File: config.mk
export PLATFORM = sky130hd
export DESIGN_NAME = isp_restart_seq
export DESIGN_NICKNAME = d
export VERILOG_FILES = /design/src/rtl/isp_restart_seq.sv
export SDC_FILE = /design/constraint.sdc
export NUM_CORES = 1
export LEC_CHECK = 0
export CORE_UTILIZATION = 50
export DETAILED_ROUTE_END_ITERATION = 7
export GPL_ROUTABILITY_DRIVEN = 1
export PLACE_DENSITY_LB_ADDON = 0.1
export SETUP_SLACK_MARGIN = 0.15
export SKIP_CTS_REPAIR_TIMING = 1
export SYNTH_ARGS = -nofsm -noshare
export SYNTH_HDL_FRONTEND = slang
export SYNTH_SLANG_ARGS = --single-unit
File: constraint.sdc
create_clock -name CLK -period 3.1 [get_ports CLK]
set_input_delay 0.62 -clock CLK [delete_from_list [all_inputs] [get_ports CLK]]
set_output_delay 0.62 -clock CLK [all_outputs]
set_load 0.01 [all_outputs]
File: src/rtl/isp_restart_seq.sv
// Restart sequencer: masked, edge-detected restart requests start a
// delay, then a fixed-width active-low RESTART_N pulse and a holdoff.
module isp_restart_seq #(
  parameter int unsigned NUM_SRC        = 4,
  parameter int unsigned CNT_W          = 16,
  parameter int unsigned DEFAULT_DELAY  = 20,
  parameter int unsigned PULSE_CYCLES   = 8,
  parameter int unsigned HOLDOFF_CYCLES = 16
) (
  input  logic               CLK,
  input  logic               RESETn,
  input  logic               ARM,
  input  logic               CANCEL,
  input  logic [NUM_SRC-1:0] SRC_REQ,
  input  logic [NUM_SRC-1:0] SRC_MASK,
  input  logic [CNT_W-1:0]   DELAY_VAL,
  output logic               RESTART_N,
  output logic               BUSY,
  output logic [CNT_W-1:0]   COUNT,
  output logic [NUM_SRC-1:0] SRC_LATCHED
);

  localparam int unsigned MAX_PH = (PULSE_CYCLES > HOLDOFF_CYCLES) ? PULSE_CYCLES : HOLDOFF_CYCLES;
  localparam int unsigned PH_W   = $clog2(MAX_PH + 1);

  localparam logic [PH_W-1:0]  PULSE_LAST = PH_W'(PULSE_CYCLES - 1);
  localparam logic [PH_W-1:0]  HOLD_LAST  = PH_W'(HOLDOFF_CYCLES - 1);
  localparam logic [CNT_W-1:0] DEF_DELAY  = CNT_W'(DEFAULT_DELAY);

  typedef enum logic [2:0] {
    S_IDLE,
    S_ARMED,
    S_DELAY,
    S_ASSERT,
    S_HOLDOFF
  } state_t;

  state_t             state;
  logic [NUM_SRC-1:0] req_q;
  logic [NUM_SRC-1:0] hit;
  logic [PH_W-1:0]    ph_cnt;
  logic [CNT_W-1:0]   eff_delay;

  assign hit       = SRC_REQ & ~req_q & SRC_MASK;
  assign eff_delay = (DELAY_VAL == '0) ? DEF_DELAY : DELAY_VAL;

  // NOTE: the async reset term forces RESTART_N high the moment RESETn
  // falls, so a pulse in flight is released without waiting for CLK.
  always_ff @(posedge CLK or negedge RESETn) begin
    if (!RESETn) begin
      state       <= S_IDLE;
      req_q       <= '0;
      ph_cnt      <= '0;
      RESTART_N   <= 1'b1;
      BUSY        <= 1'b0;
      COUNT       <= '0;
      SRC_LATCHED <= '0;
    end else begin
      // NOTE: non-blocking assignments so every register sees the
      // pre-edge values of its peers, independent of statement order.
      req_q <= SRC_REQ;
      case (state)
        S_IDLE: begin
          if (ARM) state <= S_ARMED;
        end

        S_ARMED: begin
          if (!ARM) begin
            state <= S_IDLE;
          end else if (!CANCEL && (hit != '0)) begin
            state       <= S_DELAY;
            BUSY        <= 1'b1;
            COUNT       <= eff_delay;
            SRC_LATCHED <= hit;
          end
        end

        S_DELAY: begin
          if (CANCEL || !ARM) begin
            state       <= ARM ? S_ARMED : S_IDLE;
            BUSY        <= 1'b0;
            COUNT       <= '0;
            SRC_LATCHED <= '0;
          end else begin
            // Late requests are recorded as causes but never restart the delay.
            SRC_LATCHED <= SRC_LATCHED | hit;
            if (COUNT == '0) begin
              state     <= S_ASSERT;
              RESTART_N <= 1'b0;
              ph_cnt    <= '0;
            end else begin
              COUNT <= COUNT - CNT_W'(1);
            end
          end
        end

        S_ASSERT: begin
          if (ph_cnt == PULSE_LAST) begin
            state     <= S_HOLDOFF;
            RESTART_N <= 1'b1;
            ph_cnt    <= '0;
          end else begin
            ph_cnt <= ph_cnt + PH_W'(1);
          end
        end

        S_HOLDOFF: begin
          if (ph_cnt == HOLD_LAST) begin
            state       <= ARM ? S_ARMED : S_IDLE;
            BUSY        <= 1'b0;
            SRC_LATCHED <= '0;
            ph_cnt      <= '0;
          end else begin
            ph_cnt <= ph_cnt + PH_W'(1);
          end
        end

        default: begin
          state       <= S_IDLE;
          ph_cnt      <= '0;
          RESTART_N   <= 1'b1;
          BUSY        <= 1'b0;
          COUNT       <= '0;
          SRC_LATCHED <= '0;
        end
      endcase
    end
  end

endmodule

Word level (Yosys, flattened, before mapping). Index checks and enable logic that the tools add are counted.

Add/subtract/negate cells: 2. $mul: 0. Divide/modulo/power cells: 0. Order comparisons: 0. Eq/ne operators: 17. Shift operators: 0. Mux-type cells: 34. Bitwise logic cells: 8. Reduce and logical (&&, ||, !) cells: 18.

Operator list (count): two-way mux 16 bit (5); case mux 16 bit (3 select lines) (1); logical NOT 16 bit (2); two-way mux 3 bit (7); two-way mux 5 bit (4); case mux 5 bit (4 select lines) (1); two-way mux 4 bit (4); inequality test 2 bit, second input constant (8); case mux 4 bit (4 select lines) (1); subtractor 16 x 1 -> 16 bit, second input constant (1); case mux 3 bit (5 select lines) (1); AND reduction 4 bit (3); AND reduction 5 bit (2); inequality test 3 bit, second input constant (3); AND 4 bit (2); two-way mux 1 bit (8); == test 3 x 2 -> 1 bit, second input constant (2); OR reduction 3 bit (2); adder 5 x 1 -> 5 bit, second input constant (1); == test 5 x 3 -> 1 bit, second input constant (1); == test 5 x 4 -> 1 bit, second input constant (1); NOT 1 bit (4); NOT 4 bit (1); OR 4 bit (1); other kinds (11) (13).

Bits in registers: 34. Latch bits: 0. Bits in writable memories: 0. Memory bits (read-only): 0. Output and inout bits: 22. Word-level logic and storage cells: 86. Memories kept: 0.

Logic depth before layout (Yosys ltp). Gate-level depths: netlist of the first run.

Depth in word-level cells: 8. Gate-level depth with buffers: 9. Depth with buffers taken out: 9.

Worst setup path after synthesis of the first run. OpenSTA, ideal clock, no wires.

Path kind: reg2reg. Start: register COUNT[4]. End: register ph_cnt[2]. Setup time: 0.125 ns. Arrival time: 2.300 ns. Required time: 2.975 ns. Path slack: 0.675 ns. Stages on the path, launching flop included: 7. Path through: dfrtp_1 -> or4_1 -> buf_2 -> or4_4 -> or4_1 -> a21oi_1 -> mux2i_1.

Longest elaborated chain between the ends: 3.

Ends and longest elaborated chain: start, declared (RTL line 19) `output logic [CNT_W-1:0] COUNT,`; start signal, assigned (RTL line 73) `COUNT <= eff_delay;`; start signal, assigned (RTL line 92) `COUNT <= COUNT - CNT_W'(1);`; logical NOT 16 bit (RTL line 87) `if (COUNT == '0) begin`; inequality test 2 bit (no line); AND reduction 3 bit (no line); end signal, assigned (RTL line 103) `ph_cnt <= ph_cnt + PH_W'(1);`; end signal, assigned (RTL line 114) `ph_cnt <= ph_cnt + PH_W'(1);`; end, declared (RTL line 41) `logic [PH_W-1:0] ph_cnt;`.

No other way between the ends. A chain may end at the register's enable or synchronous reset.

Worst setup path after layout of the first run.
Start: input port SRC_REQ[3]. End: register COUNT[2].

Longest elaborated chain between the ends: 6.

Ends and longest elaborated chain: start, declared (RTL line 14) `input logic [NUM_SRC-1:0] SRC_REQ,`; AND 4 bit (2 in series) (RTL line 44) `assign hit = SRC_REQ & ~req_q & SRC_MASK;`; nonzero test 4 bit (RTL line 70) `end else if (!CANCEL && (hit != '0)) begin`; logical AND 1 bit (RTL line 70); inequality test 2 bit (no line); AND reduction 4 bit (no line).

No other way between the ends.

==> results of run 1 <==
how the worst max path moves through the flow:
stage / start / end / slack [ns] / cells past startpoint
floorplan: COUNT[4] / ph_cnt[2] / 0.67 / 6
global placement: SRC_REQ[1] / COUNT[11] / 0.25 / 6
detailed placement: SRC_REQ[1] / COUNT[11] / 0.20 / 6
CTS: SRC_REQ[3] / COUNT[2] / 0.50 / 6
global route: SRC_REQ[1] / COUNT[10] / 0.34 / 6
finish: SRC_REQ[3] / COUNT[2] / 0.49 / 6
state kept, by name, summed over array words and instances (netlist names):
register / cells
BUSY: 1
COUNT: 16
RESTART_N: 1
SRC_LATCHED: 4
ph_cnt: 5
req_q: 4
state: 3
kinds of logic (layout without fill, tap and decap cells):
group           count (synthesis)  in the layout
mux                             4              4
buf+inv                        32             87
compound gates                 76             76
fa+ha+maj                       5              5
xor+xnor                        2              2
flops                          34             34
simple gates                   86             86
layer usage:
layer	routed length [microns]	global-route usage, %
met1	2420	35.2
met2	2530	43.2
met3	392	5.99
met4	67	8.51
met5	0	0
synth_stat cells (4+ instances only):
library cell / number / share of area (%)
nand3b_1: 5 / 1.8
o22ai_1: 8 / 2.4
nor2_1: 21 / 3.7
nor3_1: 8 / 1.9
nand2b_1: 7 / 2.1
o21ai_0: 14 / 3.3
nor2b_1: 4 / 1.2
a32oi_1: 4 / 1.7
or3_1: 6 / 1.8
nand2_1: 9 / 1.6
dfrtp_1: 33 / 39
nand3_1: 5 / 1.2
inv_1: 20 / 3.6
o31ai_1: 9 / 3.2
a21oi_1: 12 / 2.9
nor4_1: 8 / 2.4
ha_1: 4 / 2.4
clkbuf_1: 9 / 1.6
cell type report:
| type | count | area, sq um | share of cell area, % |
|---|---|---|---|
| Multi-Input combinational cell | 173 | 1130 | 40.7 |
| Sequential cell | 34 | 852 | 30.7 |
| Timing Repair Buffer | 59 | 566 | 20.4 |
| Clock buffer | 7 | 86.3 | 3.11 |
| Inverter | 20 | 75.1 | 2.70 |
| Tap cell | 50 | 62.6 | 2.25 |
| Clock inverter | 1 | 5.00 | 0.180 |
stage by stage:
| step | worst slack [ns] | util (%) | total power [mW] | hold slack [ns] |
|---|---|---|---|---|
| after floorplan | 0.675 | - | 2.02 | 0.324 |
| after global placement | 0.252 | 66.7 | 2.63 | 0.497 |
| after detailed placement | 0.199 | 66.7 | 2.65 | 0.499 |
| after CTS | 0.496 | 69.0 | 3.00 | 0.509 |
| after global routing | 0.335 | 69.0 | 3.27 | 0.522 |
| final | 0.487 | 69.0 | 3.01 | 0.515 |
worst max-delay path: stages:
cell and delay (ns):
clkdlybuf4s50_1 0.42, nand3b_1 0.15, nand4_1 0.16, a311oi_2 0.90
a211o_1 0.38, o21ai_0 0.14
where the power goes:
| group | switching [mW] | internal (mW) |
|---|---|---|
| registers | 0.223 | 0.593 |
| clock network | 0.165 | 0.179 |
| logic | 1.02 | 0.834 |
| total | 1.41 | 1.61 |
==> impl_metrics.ini, run 1 <==
[sta]
setup_viol = 0
period_needed_ns = 2.61
slew_viol_final = 0
finalHoldViolations = 0
grt_setup_unrepaired = false
maxSlewHeadroom_pct = 32.3
fin_skew_ns = 0.00342
fin_crit_sh_pct = 84.3
worst_pin_slew_ns = 1.02
finalSetupTns_ns = 0
fmax_mhz = 383

[cts]
cts_root_buf = clkbuf_8
insertion_delay_ns = 0.29
cts_sinks = 34
cts_made_buffers = 5
htree_levels = 2
max-clock-path-buffers = 2
clk_pin_slew_ns = 0.07
cts_tree = built

[floorplanning]
die_area_sq_um = 4480
fp.dieW_microns = 66.9
fp.dieH_microns = 66.9
start_util_pct = 52.3
core_area_sq_um = 4030
ioPinCount = 50
rows = 23

[cells_and_area]
num-nets-final = 325
fin_area_sq_um = 2780
n_fill_cell = 335
antenna_cells = 0
syn_to_final_growth_pct = 31.9
layout_common_cells = clkdlybuf4s50_1, dfrtp_1, nor2_1
finalNonFillerCells = 344
final_common_cell = clkdlybuf4s50_1
layout-drive-gt1-share_pct = 8.84

[flow_run]
maxCapViolations = 0

[detailed_routing]
drtIter0Drc = 209
wl_per_cell_microns = 15.7
via_per_inst = 6.13
wl_microns = 5410
drtPass1Iterations = 5
drc = 0
ant_nets = 0
dr_total_vias = 2108

[synth]
synth.distinct_cells = 52
synth-compound-area-share_pct = 25.1
netlist_instances = 239
synth_edf_count = 0
synth_area_sq_um = 2110
synth-seq-cells = 34
synthMuxAreaShare_pct = 2.08
synth-async-reset-ratio_pct = 100
synth_flop_cell = dfrtp_1
synth_nets = 271
synth_xor_area_share_pct = 0.831
synth-simple-area-share_pct = 22.6
synth_top_family_by_area = compound AO/OA/AOI/OAI gates
syn_avg_cell_area_sq_um = 8.82
synthAdderAreaFrac_pct = 2.85
ys_warn_count = 0
ys_seq_area_share_pct = 40.4

[worst_setup_path]
crit_arrival_ns = 2.78
crit_type = in -> reg
worst_r2r_endpoint = ph_cnt[2]
r2r_start = COUNT[6]
ff2ff_path_depth = 5
cp_max_fo = 16
cp-end-kind = flop
worst-endpoint-required_ns = 3.26
cp-start-kind = input port
r2r_slack_ns = 0.52

[hold_path]
hold_path_class = reg -> reg
min_from = ph_cnt[3]
whs_path_depth = 1
hold_end = ph_cnt[3]

[power]
ir_worst_vdd_mv = 0.622
pwr_density_cell_nw_per_um2 = 1080
p_leak_nw = 1.13

[grt]
grt_pass1_vias = 1964
grt_pass1_wl_microns = 8960
grtUsageTotal_pct = 26.8
antenna_found_initial = 0
grt_max_degree = 35
grt-ovfl-total = 0

[placement]
place_inst = 336
place_area_sq_um = 2690
numPortBuffers = 49
dpl.hpwl_microns = 3920
gp_congestion = 0.893

[run_status]
status = finished, final reports clean
Note: power is estimated with default switching activity, not from simulation.
==> run 2: changes to the inputs <==
Settings changed: CORE_UTILIZATION 50 to 45.
Clock period 3.1 ns to 2.1 ns, I/O delays scaled along.
==> impl_metrics.ini, run 2 (synthesis gave the netlist of run 1 again) <==
[cells_and_area]
final_common_cell = buf_4
fin_area_sq_um = 3440
antenna_cells = 0
syn_to_final_growth_pct = 63.3
reg_top3 = COUNT: 16 flops, ph_cnt: 5 flops
utilization_pct = 77.9
num-nets-final = 373
n_fill_cell = 320
layout-drive-gt1-share_pct = 32.5
layout_common_cells = buf_4, clkdlybuf4s50_1, dfrtp_1
largest-register = COUNT
largest_register_ffs = 16
finalNonFillerCells = 394

[detailed_routing]
wl_per_cell_microns = 17.5
via_per_inst = 6.05
drtIter0Drc = 191
wl_microns = 6880
ant_nets = 0
drtPass1Iterations = 4
dr_total_vias = 2382
drc = 0

[floorplanning]
ioPinCount = 50
fp.dieW_microns = 70.4
start_util_pct = 47.7
core_area_sq_um = 4410
rows = 24
fp.dieH_microns = 70.4
die_area_sq_um = 4960

[sta]
setup_ws_ns = -0.117
maxSlewHeadroom_pct = 59.9
fmax_mhz = 451
slew_viol_final = 0
period_needed_ns = 2.22
grt_setup_unrepaired = true
finalHoldViolations = 0
finalSetupTns_ns = -0.638
setup_viol = 12
whs_ns = 0.505
fin_crit_sh_pct = 106
fin_skew_ns = 0.00833
worst_pin_slew_ns = 0.601

[placement]
dpl.hpwl_microns = 4730
place_inst = 375
place_ws_ns = -0.166
place_area_sq_um = 3020
gp_congestion = 0.872
numPortBuffers = 49

[run_status]
status = finished, violations left
violations = setup timing

[hold_path]
hold_path_class = reg -> reg

[grt]
grt_pass1_wl_microns = 10300
grt-ovfl-total = 0
antenna_found_initial = 0
grt_max_degree = 35
grtUsageTotal_pct = 26.5
grt_pass1_vias = 2184

[worst_setup_path]
worst-endpoint-required_ns = 2.29
cp-start-kind = flop
crit_type = reg -> reg
crit_arrival_ns = 2.40
cp-end-kind = flop
cp_max_fo = 4

[cts]
htree_levels = 2
clk_pin_slew_ns = 0.08
cts_made_buffers = 5
insertion_delay_ns = 0.30
cts_tree = built
cts_root_buf = clkbuf_8
cts_sinks = 34
max-clock-path-buffers = 2

[power]
ir_worst_vdd_mv = 1.25
p_leak_nw = 1.43
p_total_mw = 6.40
pwr_density_cell_nw_per_um2 = 1860

[flow_run]
maxCapViolations = 0
[run 2: path summary, 6_finish.rpt]
check	start	end	slack [ns]	depth (start not counted)
max	COUNT[4]	ph_cnt[2]	-0.12	5
min	RESTART_N	RESTART_N	0.51	2
max reg2reg	COUNT[4]	ph_cnt[2]	-0.12	5
min reg2reg	RESTART_N	RESTART_N	0.51	2
max in group asynchronous	RESETn	COUNT[4]	1.21	2
min in group asynchronous	RESETn	ph_cnt[3]	0.53	2
[run 2: final cells by class]
type / count / area, sq um / share of cell area, %
multi-input combinational: 173 / 1400 / 40.7
timing repair buffer: 107 / 953 / 27.7
tap: 52 / 65.1 / 1.89
clock inverter: 2 / 12.5 / 0.364
sequential: 34 / 853 / 24.8
clock buffer: 6 / 82.6 / 2.40
inverter: 20 / 75.1 / 2.18
[run 2: per-layer routing]
metal / vias to the layer above / global-route usage, % / part of all wire (%)
met5: - / 0 / 0
met4: 0 / 7.78 / 1.4
met3: 11 / 4.76 / 5.2
met2: 73 / 42.0 / 49
met1: 1187 / 36.7 / 44
li1: 1111 / - / -
[run 2: worst max-delay path, cell delays in order, from the launching register on]
cell and delay (ns):
dfrtp_2 0.40, or4_4 0.53, or4_4 0.47, or4_4 0.50, a21oi_2 0.13, mux2i_1 0.08
[run 2: report_power, final]
| group | internal, mW | switching [mW] |
|---|---|---|
| Sequential | 0.877 | 0.198 |
| Clock | 0.264 | 0.269 |
| Combinational | 2.40 | 2.39 |
